### src/rtl/id_ex_forward_reg_if.sv
// ID/EX boundary bundle: ID-stage decode results and MEM-stage write-back info in,
// latched EX-stage operands, control and forward selects out.
interface id_ex_forward_reg_if #(
    parameter int DATA_W  = 32,
    parameter int REG_W   = 5,
    parameter int ALUOP_W = 4
);
    logic               inFlush;
    logic [REG_W-1:0]   inRs, inRt, inRd;
    logic               inUsesRs, inUsesRt;
    logic [DATA_W-1:0]  inDataRs, inDataRt, inSignExt;
    logic               inRegWrite, inMemRead, inMemWrite, inMemToReg, inAluSrc, inRegDst;
    logic [ALUOP_W-1:0] inAluOp;
    logic               inMemRegWrite;
    logic [REG_W-1:0]   inMemWriteReg;

    logic [DATA_W-1:0]  outDataRs, outDataRt, outSignExt;
    logic [REG_W-1:0]   outWriteReg;
    logic               outRegWrite, outMemRead, outMemWrite, outMemToReg;
    logic [ALUOP_W-1:0] outAluOp;
    logic [1:0]         outForwardA, outForwardB, outForwardStore;
    logic               outValid;
    logic               outStall;
`ifdef HAZARD_STATS_EN
    logic [31:0]        outStallCount, outFlushCount;
`endif

    modport slave (
        input  inFlush, inRs, inRt, inRd, inUsesRs, inUsesRt,
               inDataRs, inDataRt, inSignExt,
               inRegWrite, inMemRead, inMemWrite, inMemToReg, inAluSrc, inRegDst,
               inAluOp, inMemRegWrite, inMemWriteReg,
        output outDataRs, outDataRt, outSignExt, outWriteReg,
               outRegWrite, outMemRead, outMemWrite, outMemToReg, outAluOp,
               outForwardA, outForwardB, outForwardStore, outValid, outStall
`ifdef HAZARD_STATS_EN
             , outStallCount, outFlushCount
`endif
    );

    modport master (
        output inFlush, inRs, inRt, inRd, inUsesRs, inUsesRt,
               inDataRs, inDataRt, inSignExt,
               inRegWrite, inMemRead, inMemWrite, inMemToReg, inAluSrc, inRegDst,
               inAluOp, inMemRegWrite, inMemWriteReg,
        input  outDataRs, outDataRt, outSignExt, outWriteReg,
               outRegWrite, outMemRead, outMemWrite, outMemToReg, outAluOp,
               outForwardA, outForwardB, outForwardStore, outValid, outStall
`ifdef HAZARD_STATS_EN
             , outStallCount, outFlushCount
`endif
    );
endinterface

### src/rtl/id_ex_forward_reg.sv
// ID/EX pipeline register with registered forward selects and load-use stall detection.
// Define HAZARD_STATS_EN to add 32-bit stall/flush event counters.
module id_ex_forward_reg #(
    parameter int DATA_W  = 32,
    parameter int REG_W   = 5,
    parameter int ALUOP_W = 4
) (
    input logic clk,
    input logic reset,
    id_ex_forward_reg_if.slave bus
);
    logic [DATA_W-1:0]  r_dataRs_p1, r_dataRt_p1, r_signExt_p1;
    logic [REG_W-1:0]   r_writeReg_p1;
    logic               r_regWrite_p1, r_memRead_p1, r_memWrite_p1, r_memToReg_p1;
    logic [ALUOP_W-1:0] r_aluOp_p1;
    logic [1:0]         r_fwdA_p1, r_fwdB_p1, r_fwdStore_p1;
    logic               r_vld_p1;

    logic [1:0]         w_fwdRs, w_fwdRt, w_fwdB;
    logic [REG_W-1:0]   w_writeReg;
    logic               w_hazard, w_stall, w_bubble;

    // EX-stage result wins over MEM-stage write-back; loads in EX have no result yet.
    function automatic logic [1:0] fwd_sel(input logic [REG_W-1:0] s, input logic uses);
        fwd_sel = 2'b00;
        if (uses && (s != '0)) begin
            if (r_vld_p1 && r_regWrite_p1 && !r_memRead_p1 && (r_writeReg_p1 == s))
                fwd_sel = 2'b10;
            else if (bus.inMemRegWrite && (bus.inMemWriteReg == s))
                fwd_sel = 2'b01;
        end
    endfunction

    always_comb begin
        w_fwdRs    = fwd_sel(bus.inRs, bus.inUsesRs);
        w_fwdRt    = fwd_sel(bus.inRt, bus.inUsesRt);
        w_fwdB     = bus.inAluSrc ? 2'b11 : w_fwdRt;
        w_writeReg = bus.inRegDst ? bus.inRd : bus.inRt;
        w_hazard   = r_vld_p1 && r_memRead_p1 && (r_writeReg_p1 != '0) &&
                     ((bus.inUsesRs && (bus.inRs == r_writeReg_p1)) ||
                      (bus.inUsesRt && (bus.inRt == r_writeReg_p1)));
        w_stall    = !bus.inFlush && w_hazard;
        w_bubble   = bus.inFlush || w_stall;
    end

    // ID -> EX boundary: control path, bubbled on flush or stall
    always_ff @(posedge clk) begin
        if (reset || w_bubble) begin
            r_vld_p1      <= 1'b0;
            r_regWrite_p1 <= 1'b0;
            r_memRead_p1  <= 1'b0;
            r_memWrite_p1 <= 1'b0;
            r_memToReg_p1 <= 1'b0;
            r_aluOp_p1    <= '0;
            r_fwdA_p1     <= 2'b00;
            r_fwdB_p1     <= 2'b00;
            r_fwdStore_p1 <= 2'b00;
        end else begin
            r_vld_p1      <= 1'b1;
            r_regWrite_p1 <= bus.inRegWrite;
            r_memRead_p1  <= bus.inMemRead;
            r_memWrite_p1 <= bus.inMemWrite;
            r_memToReg_p1 <= bus.inMemToReg;
            r_aluOp_p1    <= bus.inAluOp;
            r_fwdA_p1     <= w_fwdRs;
            r_fwdB_p1     <= w_fwdB;
            r_fwdStore_p1 <= w_fwdRt;
        end
    end

    // ID -> EX boundary: data path, don't-care while a bubble is in EX
    always_ff @(posedge clk) begin
        if (reset) begin
            r_dataRs_p1   <= '0;
            r_dataRt_p1   <= '0;
            r_signExt_p1  <= '0;
            r_writeReg_p1 <= '0;
        end else begin
            r_dataRs_p1   <= bus.inDataRs;
            r_dataRt_p1   <= bus.inDataRt;
            r_signExt_p1  <= bus.inSignExt;
            r_writeReg_p1 <= w_writeReg;
        end
    end

`ifdef HAZARD_STATS_EN
    logic [31:0] r_stallCnt, r_flushCnt;

    always_ff @(posedge clk) begin
        if (reset) begin
            r_stallCnt <= '0;
            r_flushCnt <= '0;
        end else begin
            if (w_stall)     r_stallCnt <= r_stallCnt + 32'd1;
            if (bus.inFlush) r_flushCnt <= r_flushCnt + 32'd1;
        end
    end

    assign bus.outStallCount = r_stallCnt;
    assign bus.outFlushCount = r_flushCnt;
`endif

    assign bus.outDataRs       = r_dataRs_p1;
    assign bus.outDataRt       = r_dataRt_p1;
    assign bus.outSignExt      = r_signExt_p1;
    assign bus.outWriteReg     = r_writeReg_p1;
    assign bus.outRegWrite     = r_regWrite_p1;
    assign bus.outMemRead      = r_memRead_p1;
    assign bus.outMemWrite     = r_memWrite_p1;
    assign bus.outMemToReg     = r_memToReg_p1;
    assign bus.outAluOp        = r_aluOp_p1;
    assign bus.outForwardA     = r_fwdA_p1;
    assign bus.outForwardB     = r_fwdB_p1;
    assign bus.outForwardStore = r_fwdStore_p1;
    assign bus.outValid        = r_vld_p1;
    assign bus.outStall        = w_stall;
endmodule

### src/flat_wrapper.sv
// flat-port wrapper written by rule: the top's interface ports become plain ports
module id_ex_forward_reg_flat 
#(
    parameter int DATA_W  = 32,
    parameter int REG_W   = 5,
    parameter int ALUOP_W = 4
)
  (clk, reset, bus_inFlush, bus_inRs, bus_inRt, bus_inRd, bus_inUsesRs, bus_inUsesRt, bus_inDataRs, bus_inDataRt, bus_inSignExt, bus_inRegWrite, bus_inMemRead, bus_inMemWrite, bus_inMemToReg, bus_inAluSrc, bus_inRegDst, bus_inAluOp, bus_inMemRegWrite, bus_inMemWriteReg, bus_outDataRs, bus_outDataRt, bus_outSignExt, bus_outWriteReg, bus_outRegWrite, bus_outMemRead, bus_outMemWrite, bus_outMemToReg, bus_outAluOp, bus_outForwardA, bus_outForwardB, bus_outForwardStore, bus_outValid, bus_outStall);
  id_ex_forward_reg_if #(.DATA_W(DATA_W), .REG_W(REG_W), .ALUOP_W(ALUOP_W)) bus_i ();
  input logic clk;
  input logic reset;
  input wire logic [$bits(bus_i.inFlush)-1:0] bus_inFlush;
  input wire logic [$bits(bus_i.inRs)-1:0] bus_inRs;
  input wire logic [$bits(bus_i.inRt)-1:0] bus_inRt;
  input wire logic [$bits(bus_i.inRd)-1:0] bus_inRd;
  input wire logic [$bits(bus_i.inUsesRs)-1:0] bus_inUsesRs;
  input wire logic [$bits(bus_i.inUsesRt)-1:0] bus_inUsesRt;
  input wire logic [$bits(bus_i.inDataRs)-1:0] bus_inDataRs;
  input wire logic [$bits(bus_i.inDataRt)-1:0] bus_inDataRt;
  input wire logic [$bits(bus_i.inSignExt)-1:0] bus_inSignExt;
  input wire logic [$bits(bus_i.inRegWrite)-1:0] bus_inRegWrite;
  input wire logic [$bits(bus_i.inMemRead)-1:0] bus_inMemRead;
  input wire logic [$bits(bus_i.inMemWrite)-1:0] bus_inMemWrite;
  input wire logic [$bits(bus_i.inMemToReg)-1:0] bus_inMemToReg;
  input wire logic [$bits(bus_i.inAluSrc)-1:0] bus_inAluSrc;
  input wire logic [$bits(bus_i.inRegDst)-1:0] bus_inRegDst;
  input wire logic [$bits(bus_i.inAluOp)-1:0] bus_inAluOp;
  input wire logic [$bits(bus_i.inMemRegWrite)-1:0] bus_inMemRegWrite;
  input wire logic [$bits(bus_i.inMemWriteReg)-1:0] bus_inMemWriteReg;
  output wire logic [$bits(bus_i.outDataRs)-1:0] bus_outDataRs;
  output wire logic [$bits(bus_i.outDataRt)-1:0] bus_outDataRt;
  output wire logic [$bits(bus_i.outSignExt)-1:0] bus_outSignExt;
  output wire logic [$bits(bus_i.outWriteReg)-1:0] bus_outWriteReg;
  output wire logic [$bits(bus_i.outRegWrite)-1:0] bus_outRegWrite;
  output wire logic [$bits(bus_i.outMemRead)-1:0] bus_outMemRead;
  output wire logic [$bits(bus_i.outMemWrite)-1:0] bus_outMemWrite;
  output wire logic [$bits(bus_i.outMemToReg)-1:0] bus_outMemToReg;
  output wire logic [$bits(bus_i.outAluOp)-1:0] bus_outAluOp;
  output wire logic [$bits(bus_i.outForwardA)-1:0] bus_outForwardA;
  output wire logic [$bits(bus_i.outForwardB)-1:0] bus_outForwardB;
  output wire logic [$bits(bus_i.outForwardStore)-1:0] bus_outForwardStore;
  output wire logic [$bits(bus_i.outValid)-1:0] bus_outValid;
  output wire logic [$bits(bus_i.outStall)-1:0] bus_outStall;
  assign bus_i.inFlush = bus_inFlush;
  assign bus_i.inRs = bus_inRs;
  assign bus_i.inRt = bus_inRt;
  assign bus_i.inRd = bus_inRd;
  assign bus_i.inUsesRs = bus_inUsesRs;
  assign bus_i.inUsesRt = bus_inUsesRt;
  assign bus_i.inDataRs = bus_inDataRs;
  assign bus_i.inDataRt = bus_inDataRt;
  assign bus_i.inSignExt = bus_inSignExt;
  assign bus_i.inRegWrite = bus_inRegWrite;
  assign bus_i.inMemRead = bus_inMemRead;
  assign bus_i.inMemWrite = bus_inMemWrite;
  assign bus_i.inMemToReg = bus_inMemToReg;
  assign bus_i.inAluSrc = bus_inAluSrc;
  assign bus_i.inRegDst = bus_inRegDst;
  assign bus_i.inAluOp = bus_inAluOp;
  assign bus_i.inMemRegWrite = bus_inMemRegWrite;
  assign bus_i.inMemWriteReg = bus_inMemWriteReg;
  assign bus_outDataRs = bus_i.outDataRs;
  assign bus_outDataRt = bus_i.outDataRt;
  assign bus_outSignExt = bus_i.outSignExt;
  assign bus_outWriteReg = bus_i.outWriteReg;
  assign bus_outRegWrite = bus_i.outRegWrite;
  assign bus_outMemRead = bus_i.outMemRead;
  assign bus_outMemWrite = bus_i.outMemWrite;
  assign bus_outMemToReg = bus_i.outMemToReg;
  assign bus_outAluOp = bus_i.outAluOp;
  assign bus_outForwardA = bus_i.outForwardA;
  assign bus_outForwardB = bus_i.outForwardB;
  assign bus_outForwardStore = bus_i.outForwardStore;
  assign bus_outValid = bus_i.outValid;
  assign bus_outStall = bus_i.outStall;
  id_ex_forward_reg #(.DATA_W(DATA_W), .REG_W(REG_W), .ALUOP_W(ALUOP_W)) u_core (.clk(clk), .reset(reset), .bus(bus_i));
endmodule
### config.mk
export PLATFORM = sky130hd
export DESIGN_NAME = id_ex_forward_reg_flat
export DESIGN_NICKNAME = d
export VERILOG_FILES = /design/src/rtl/id_ex_forward_reg_if.sv /design/src/rtl/id_ex_forward_reg.sv /design/src/flat_wrapper.sv
export SDC_FILE = /design/constraint.sdc
export NUM_CORES = 1
export LEC_CHECK = 0
export CAP_MARGIN = 20
export CORE_ASPECT_RATIO = 1.1
export CORE_MARGIN = 1.5
export CORE_UTILIZATION = 31
export CTS_CLUSTER_DIAMETER = 120
export DETAILED_ROUTE_END_ITERATION = 10
export HOLD_SLACK_MARGIN = 0.15
export PLACE_DENSITY = 0.73
export SLEW_MARGIN = 20
export SYNTH_ARGS = -nofsm -noshare
export SYNTH_HDL_FRONTEND = slang
export SYNTH_SLANG_ARGS = --single-unit
### constraint.sdc
create_clock -name clk -period 4.6 [get_ports clk]
set_clock_uncertainty 0.05 [all_clocks]
set_input_delay 0.92 -clock clk [delete_from_list [all_inputs] [get_ports clk]]
set_output_delay 0.92 -clock clk [all_outputs]
set_load 0.05 [all_outputs]
==> flow_summary.yaml, run 1 <==
yosys:
  yosysUniqueCellTypes: 24
  synthCells: 295
  async_flop_share: 0
  synth-seq-area-share: 0.6652
  yosys_most_used_dff: "dfxtp_1"
  synth_area_um2: 3491
  synth_area_leaders: "dfxtp_1 (67%), nor2b_1 (17%), xor2_1 (2.8%)"
  yosys.area.top_type_share: 0.6652
  synthTopCellsByCount: "dfxtp_1 (116), nor2b_1 (97), clkbuf_1 (12)"
  postSynthAreaPerCell_um2: 11.83
  synth_top_area_cell: "dfxtp_1"
  yosysWarnings: 0
  synthesis.nets: 427
  synth.most_common_cell: "dfxtp_1"
  ys_ff_latch: 116
  synth-edff-count: 0
global_route:
  gr-usage-all-layers: 0.1673
  grtUsageMet1: 0.1741
  antenna_found_initial: 0
  grt.busiest_layer: "met2"
  grt_overflow: 0
  grt_pass1_wl_um: 15190
  met3_usage: 0.07684
  grt_pass1_vias: 2983
  met2_usage: 0.2901
  grt_max_degree: 58
setup_path:
  critPathCaptureType: "primary output"
  cp_data_arrival_time_ps: 2900
  required_ps: 3630
  worstPathMaxFanout: 4
  start_kind: "input pin"
  worstSetupPathType: "in2out"
  ff2ff_path_depth: 5
final_layout:
  drive_above_1_share: 0.07638
  syn2layout_area_growth_pct: 92.33
  fin_nets: 682
  fillCellCount: 905
  final_core_util: 0.6126
  stdcell_count: 710
  diodes: 0
place:
  gp_congestion: 0.8309
  numPortBuffers: 248
  dpl.hpwl_um: 7527
  dp_cells: 678
  preCtsSetupSlack_ps: 731.9
cts:
  cts_sinks: 116
  cts_buffers: 17
  cts.clk_slew.worst_paths_ps: 50
  cts_resized: 0
  hold_buffers: 0
  cts_root_buf: "clkbuf_16"
  cts_max_level: 4
  cts_tree: "yes"
  cts_post_setup_buffers_inserted: 0
  clk_latency_ps: 400
  ctsLongestPathBuffers: 2
floorplanning:
  initial_utilization: 0.3185
  chipWidth_um: 104.2
  pin_count: 249
  die-area_um2: 11910
  die_y_um: 114.3
  rows: 40
  core_um2: 10960
sta:
  maxSlewViolCount: 0
  tns_ps: 0
  tightest_slew_ps: 545.6
  rsz0062_at_grt: "false"
  finalCriticalPeriod_ps: 3872
  fmax_mhz: 258.2
  fin_hold_ws_ps: 542.2
  timing.final.crit_share: 0.8418
  setup_violations: 0
  post-route-worst-setup-slack_ps: 727.6
  finalHoldViolCount: 0
  max_slew_margin: 0.6351
hold_path:
  hold_path.class: "reg2reg"
  holdPathStages: 2
drt:
  drcViolationCount: 0
  drt-pass1-iter-count: 4
  wire_per_inst_um: 13.94
  wl_um: 9900
  via_per_inst: 4.094
  vias: 2907
  ant_nets: 0
  dr.first_iter.drc_count: 66
flow_run:
  drv_cap: 0
outcome:
  status: "finished, final reports clean"
power_and_ir_drop:
  leakagePower_nw: 2.588
  ir_drop_mv: 0.2142
  p_per_area_nw_per_um2: 429.0
power breakdown:
group / total [mW] / leakage [nW] / internal (mW) / switching [mW]
clock: 1.32 / 0.292 / 0.879 / 0.444
sequential: 1.08 / 0.965 / 1.06 / 0.0187
combinational: 0.480 / 1.33 / 0.217 / 0.262
total: 2.88 / 2.59 / 2.15 / 0.725
path summary, 6_finish.rpt:
check / startpoint / endpoint / slack, ps
worst min register to register: u_core.bus.outRegWrite / u_core.bus.outForwardA[1] / 540
worst min-delay path: u_core.bus.outRegWrite / u_core.bus.outForwardA[1] / 540
worst max-delay path: bus_inRt[4] / bus_outStall / 730
worst max register to register: u_core.bus.outWriteReg[4] / u_core.bus.outMemWrite / 2750
registers in the layout, indices dropped and copies added, names as in the netlist:
signal	flops
u_core.bus.outDataRt	32
u_core.bus.outSignExt	32
u_core.bus.outForwardStore	2
u_core.bus.outForwardB	2
u_core.bus.outForwardA	2
u_core.bus.outMemToReg	1
u_core.bus.outAluOp	4
u_core.bus.outDataRs	32
u_core.bus.outWriteReg	5
u_core.bus.outRegWrite	1
u_core.bus.outValid	1
u_core.bus.outMemRead	1
u_core.bus.outMemWrite	1
metal layers:
metal,share of wire,vias up
met1,0.38,1297
met5,0,-
met4,0.0095,0
met2,0.51,158
met3,0.10,6
li1,-,1446
cell usage in the layout (no fill, tap or decap), drive strengths merged:
cell and n:
nor2b 97, mux2i 5, nor4 5, inv 1, dfxtp 116, nand3b 1
o311a 1, clkinv 5, o21ai 1, xnor2 9, buf 3, clkdlybuf4s50 246
bufinv 3, o31ai 1, xor2 11, nand3 6, nor3 3, nand2 1
o21a 2, and2 10, nor2 8, clkinvlp 3, o211ai 1, or4 4
clkbuf 20
worst max-delay path: stages:
cell and delay (ps):
clkdlybuf4s50_1 570, xnor2_1 150, nand3_1 150, or4_4 540, o31ai_1 120, nor2b_1 230
buf_4 220
layout make-up:
cell class              instances  area [µm²]  area share
flip-flops and latches        116        2322      0.3459
clock inverters                12       153.9     0.02292
repair buffers                249        2485      0.3701
well taps                     147       183.9     0.02739
multi-input cells             166        1112      0.1657
clock buffers                  20       456.7     0.06802
cell families (layout without fill, tap and decap cells):
family | count (synthesis) | count (layout) | share of synthesized area
muxes | 5 | 5 | 0.01434
AOI/OAI and AO/OA | 6 | 6 | 0.01326
and+or+nand+nor | 135 | 135 | 0.2409
buffers and inverters | 13 | 281 | 0.01613
DFF | 116 | 116 | 0.6652
xor gates and xnor gates | 20 | 20 | 0.05018
stage by stage:
| step | cell area [µm²] | total power, mW |
|---|---|---|
| 6_report | 6714 | 2.880 |
| 5_1_grt | 6714 | 2.993 |
| 4_1_cts | 6714 | 2.920 |
| 3_5_place_dp | 6103 | 1.579 |
| 3_3_place_gp | 6103 | 1.574 |
| 2_1_floorplan | 3491 | 1.348 |
Note: power is estimated with default switching activity, not from simulation.
==> run 2, diff against run 1 <==
==> constraint.sdc (replaced) <==
create_clock -name clk -period 3.9 [get_ports clk]
set_clock_uncertainty 0.05 [all_clocks]
set_input_delay 0.78 -clock clk [delete_from_list [all_inputs] [get_ports clk]]
set_output_delay 0.78 -clock clk [all_outputs]
set_load 0.05 [all_outputs]
==> run 2 against run 1 <==
Net effect: first-iteration DRC count grew 26%; critical endpoint unchanged; global-route usage grew 0.28 points; cell area shrank 0.35%; cell count shrank 0.14%; critical path depth is the same; routed wire length shrank 0.19%; largest power group unchanged.
==> flow_summary.yaml, run 2 (synthesized netlist as in run 1, its figures left out) <==
setup_path:
  start_kind: "input pin"
  cpLargestDelayFamily: "simple AND/OR/NAND/NOR gates"
  critPathMaxStageDelay_ps: 580
  required_ps: 3070
  crit_buf_inv: 2
  slowest_stage: "clkdlybuf4s50_1"
  cp_data_arrival_time_ps: 2810
  worstPathMaxFanout: 4
  path_cells: "clkdlybuf4s50_1, xnor2_1, nand2_1, or4_4, o31ai_1, nor2b_1, buf_12"
  critPathCaptureType: "primary output"
  worstSetupPathType: "in2out"
sta:
  maxSlewViolCount: 0
  timing.final.crit_share: 0.9322
  rsz0062_at_grt: "false"
  post-route-worst-setup-slack_ps: 264.5
  finalCriticalPeriod_ps: 3636
  tns_ps: 0
  fmax_mhz: 275.1
  finalHoldViolCount: 0
  setup_violations: 0
  fin_hold_ws_ps: 543.2
  max_slew_margin: 0.6288
  tightest_slew_ps: 555.1
cts:
  cts_post_setup_buffers_inserted: 0
  hold_buffers: 0
  cts_tree: "yes"
  ctsLongestPathBuffers: 2
  clk_latency_ps: 390
  cts_resized: 0
  cts_sinks: 116
  cts.clk_slew.worst_paths_ps: 50
  cts_root_buf: "clkbuf_16"
  cts_buffers: 17
  cts_max_level: 4
floorplanning:
  die_y_um: 114.3
  die-area_um2: 11910
  rows: 40
  initial_utilization: 0.3185
  pin_count: 249
  core_um2: 10960
  chipWidth_um: 104.2
drt:
  dr.first_iter.drc_count: 83
  drcViolationCount: 0
  vias: 2913
  wl_met1_um: 3804
  top_layer_used: "met4"
  wl_um: 9881
  wl_met2_um: 4994
  via_per_inst: 4.109
  ant_nets: 0
  met3WireLength_um: 972
  wire_per_inst_um: 13.94
  drt-pass1-iter-count: 4
global_route:
  grt_pass1_vias: 2996
  grt_pass1_wl_um: 15570
  gr-usage-all-layers: 0.1701
  antenna_found_initial: 0
  grt_overflow: 0
  grt_max_degree: 57
final_layout:
  diodes: 0
  fillCellCount: 859
  syn2layout_area_growth_pct: 91.65
  fin_nets: 682
  stdcell_count: 709
  layout.cells.most_common: "clkdlybuf4s50_1"
  layout_common_cells: "clkdlybuf4s50_1 (246), dfxtp_1 (116), nor2b_1 (97), clkbuf_16 (17), xor2_1 (11)"
  fin_area_um2: 6690
  drive_above_1_share: 0.07473
power_and_ir_drop:
  seqPwrFrac: 0.383
  leakagePower_nw: 2.570
  pwr-share-clk: 0.446
  swShare: 0.2582
  ir_drop_mv: 0.2838
  power.switching_mw: 0.8554
  pwr-share-comb: 0.171
  p_per_area_nw_per_um2: 495.2
  p_int_mw: 2.457
place:
  dpl.hpwl_um: 7656
  preCtsSetupSlack_ps: 289.6
  dp_cells: 678
  numPortBuffers: 248
  gp_congestion: 0.8057
  placed_area_um2: 6116
hold_path:
  hold_path.class: "reg2reg"
flow_run:
  drv_cap: 0
outcome:
  status: "finished, final reports clean"
## run 2: layout make-up
cell class | instances | area [µm²] | share of cell area
clock buffer | 19 | 442.9 | 0.06621
clock inverter | 12 | 131.4 | 0.01964
multi-input combinational | 166 | 1112 | 0.1663
sequential | 116 | 2322 | 0.3471
tap | 147 | 183.9 | 0.02749
timing repair buffer | 249 | 2497 | 0.3733
## run 2: power groups by stage
stage	clock, mW	combinational (mW)	sequential (mW)
2_1_floorplan	0	0.0819	1.51
3_3_place_gp	0	0.564	1.29
3_5_place_dp	0	0.569	1.29
4_1_cts	1.52	0.571	1.27
5_1_grt	1.58	0.593	1.27
6_report	1.48	0.567	1.27
## run 2: tightest hold or removal path, stage by stage (launching register included)
cell	delay (ps)
dfxtp_1	320
nand3b_1	160
nor4_1	70
## run 2: routing by layer
| layer | vias to the layer above | global-route usage |
|---|---|---|
| met4 | 0 | 0.06944 |
| met5 | - | 0 |
| met3 | 11 | 0.07854 |
| met2 | 155 | 0.2896 |
| li1 | 1442 | - |
| met1 | 1305 | 0.1840 |
## run 2: per-stage QoR
stage          utilization  total power [mW]
2_1_floorplan            -             1.590
3_3_place_gp        0.5580             1.856
3_5_place_dp        0.5580             1.863
4_1_cts             0.6104             3.358
5_1_grt             0.6104             3.444
6_report            0.6104             3.313
## run 2: worst paths after layout
check | start | to | slack, ps | cells past startpoint
worst max-delay path | bus_inRt[1] | bus_outStall | 260 | 7
worst min-delay path | u_core.bus.outRegWrite | u_core.bus.outForwardA[1] | 540 | 2
worst max register to register | u_core.bus.outWriteReg[4] | u_core.bus.outMemRead | 2060 | 5
worst min register to register | u_core.bus.outRegWrite | u_core.bus.outForwardA[1] | 540 | 2
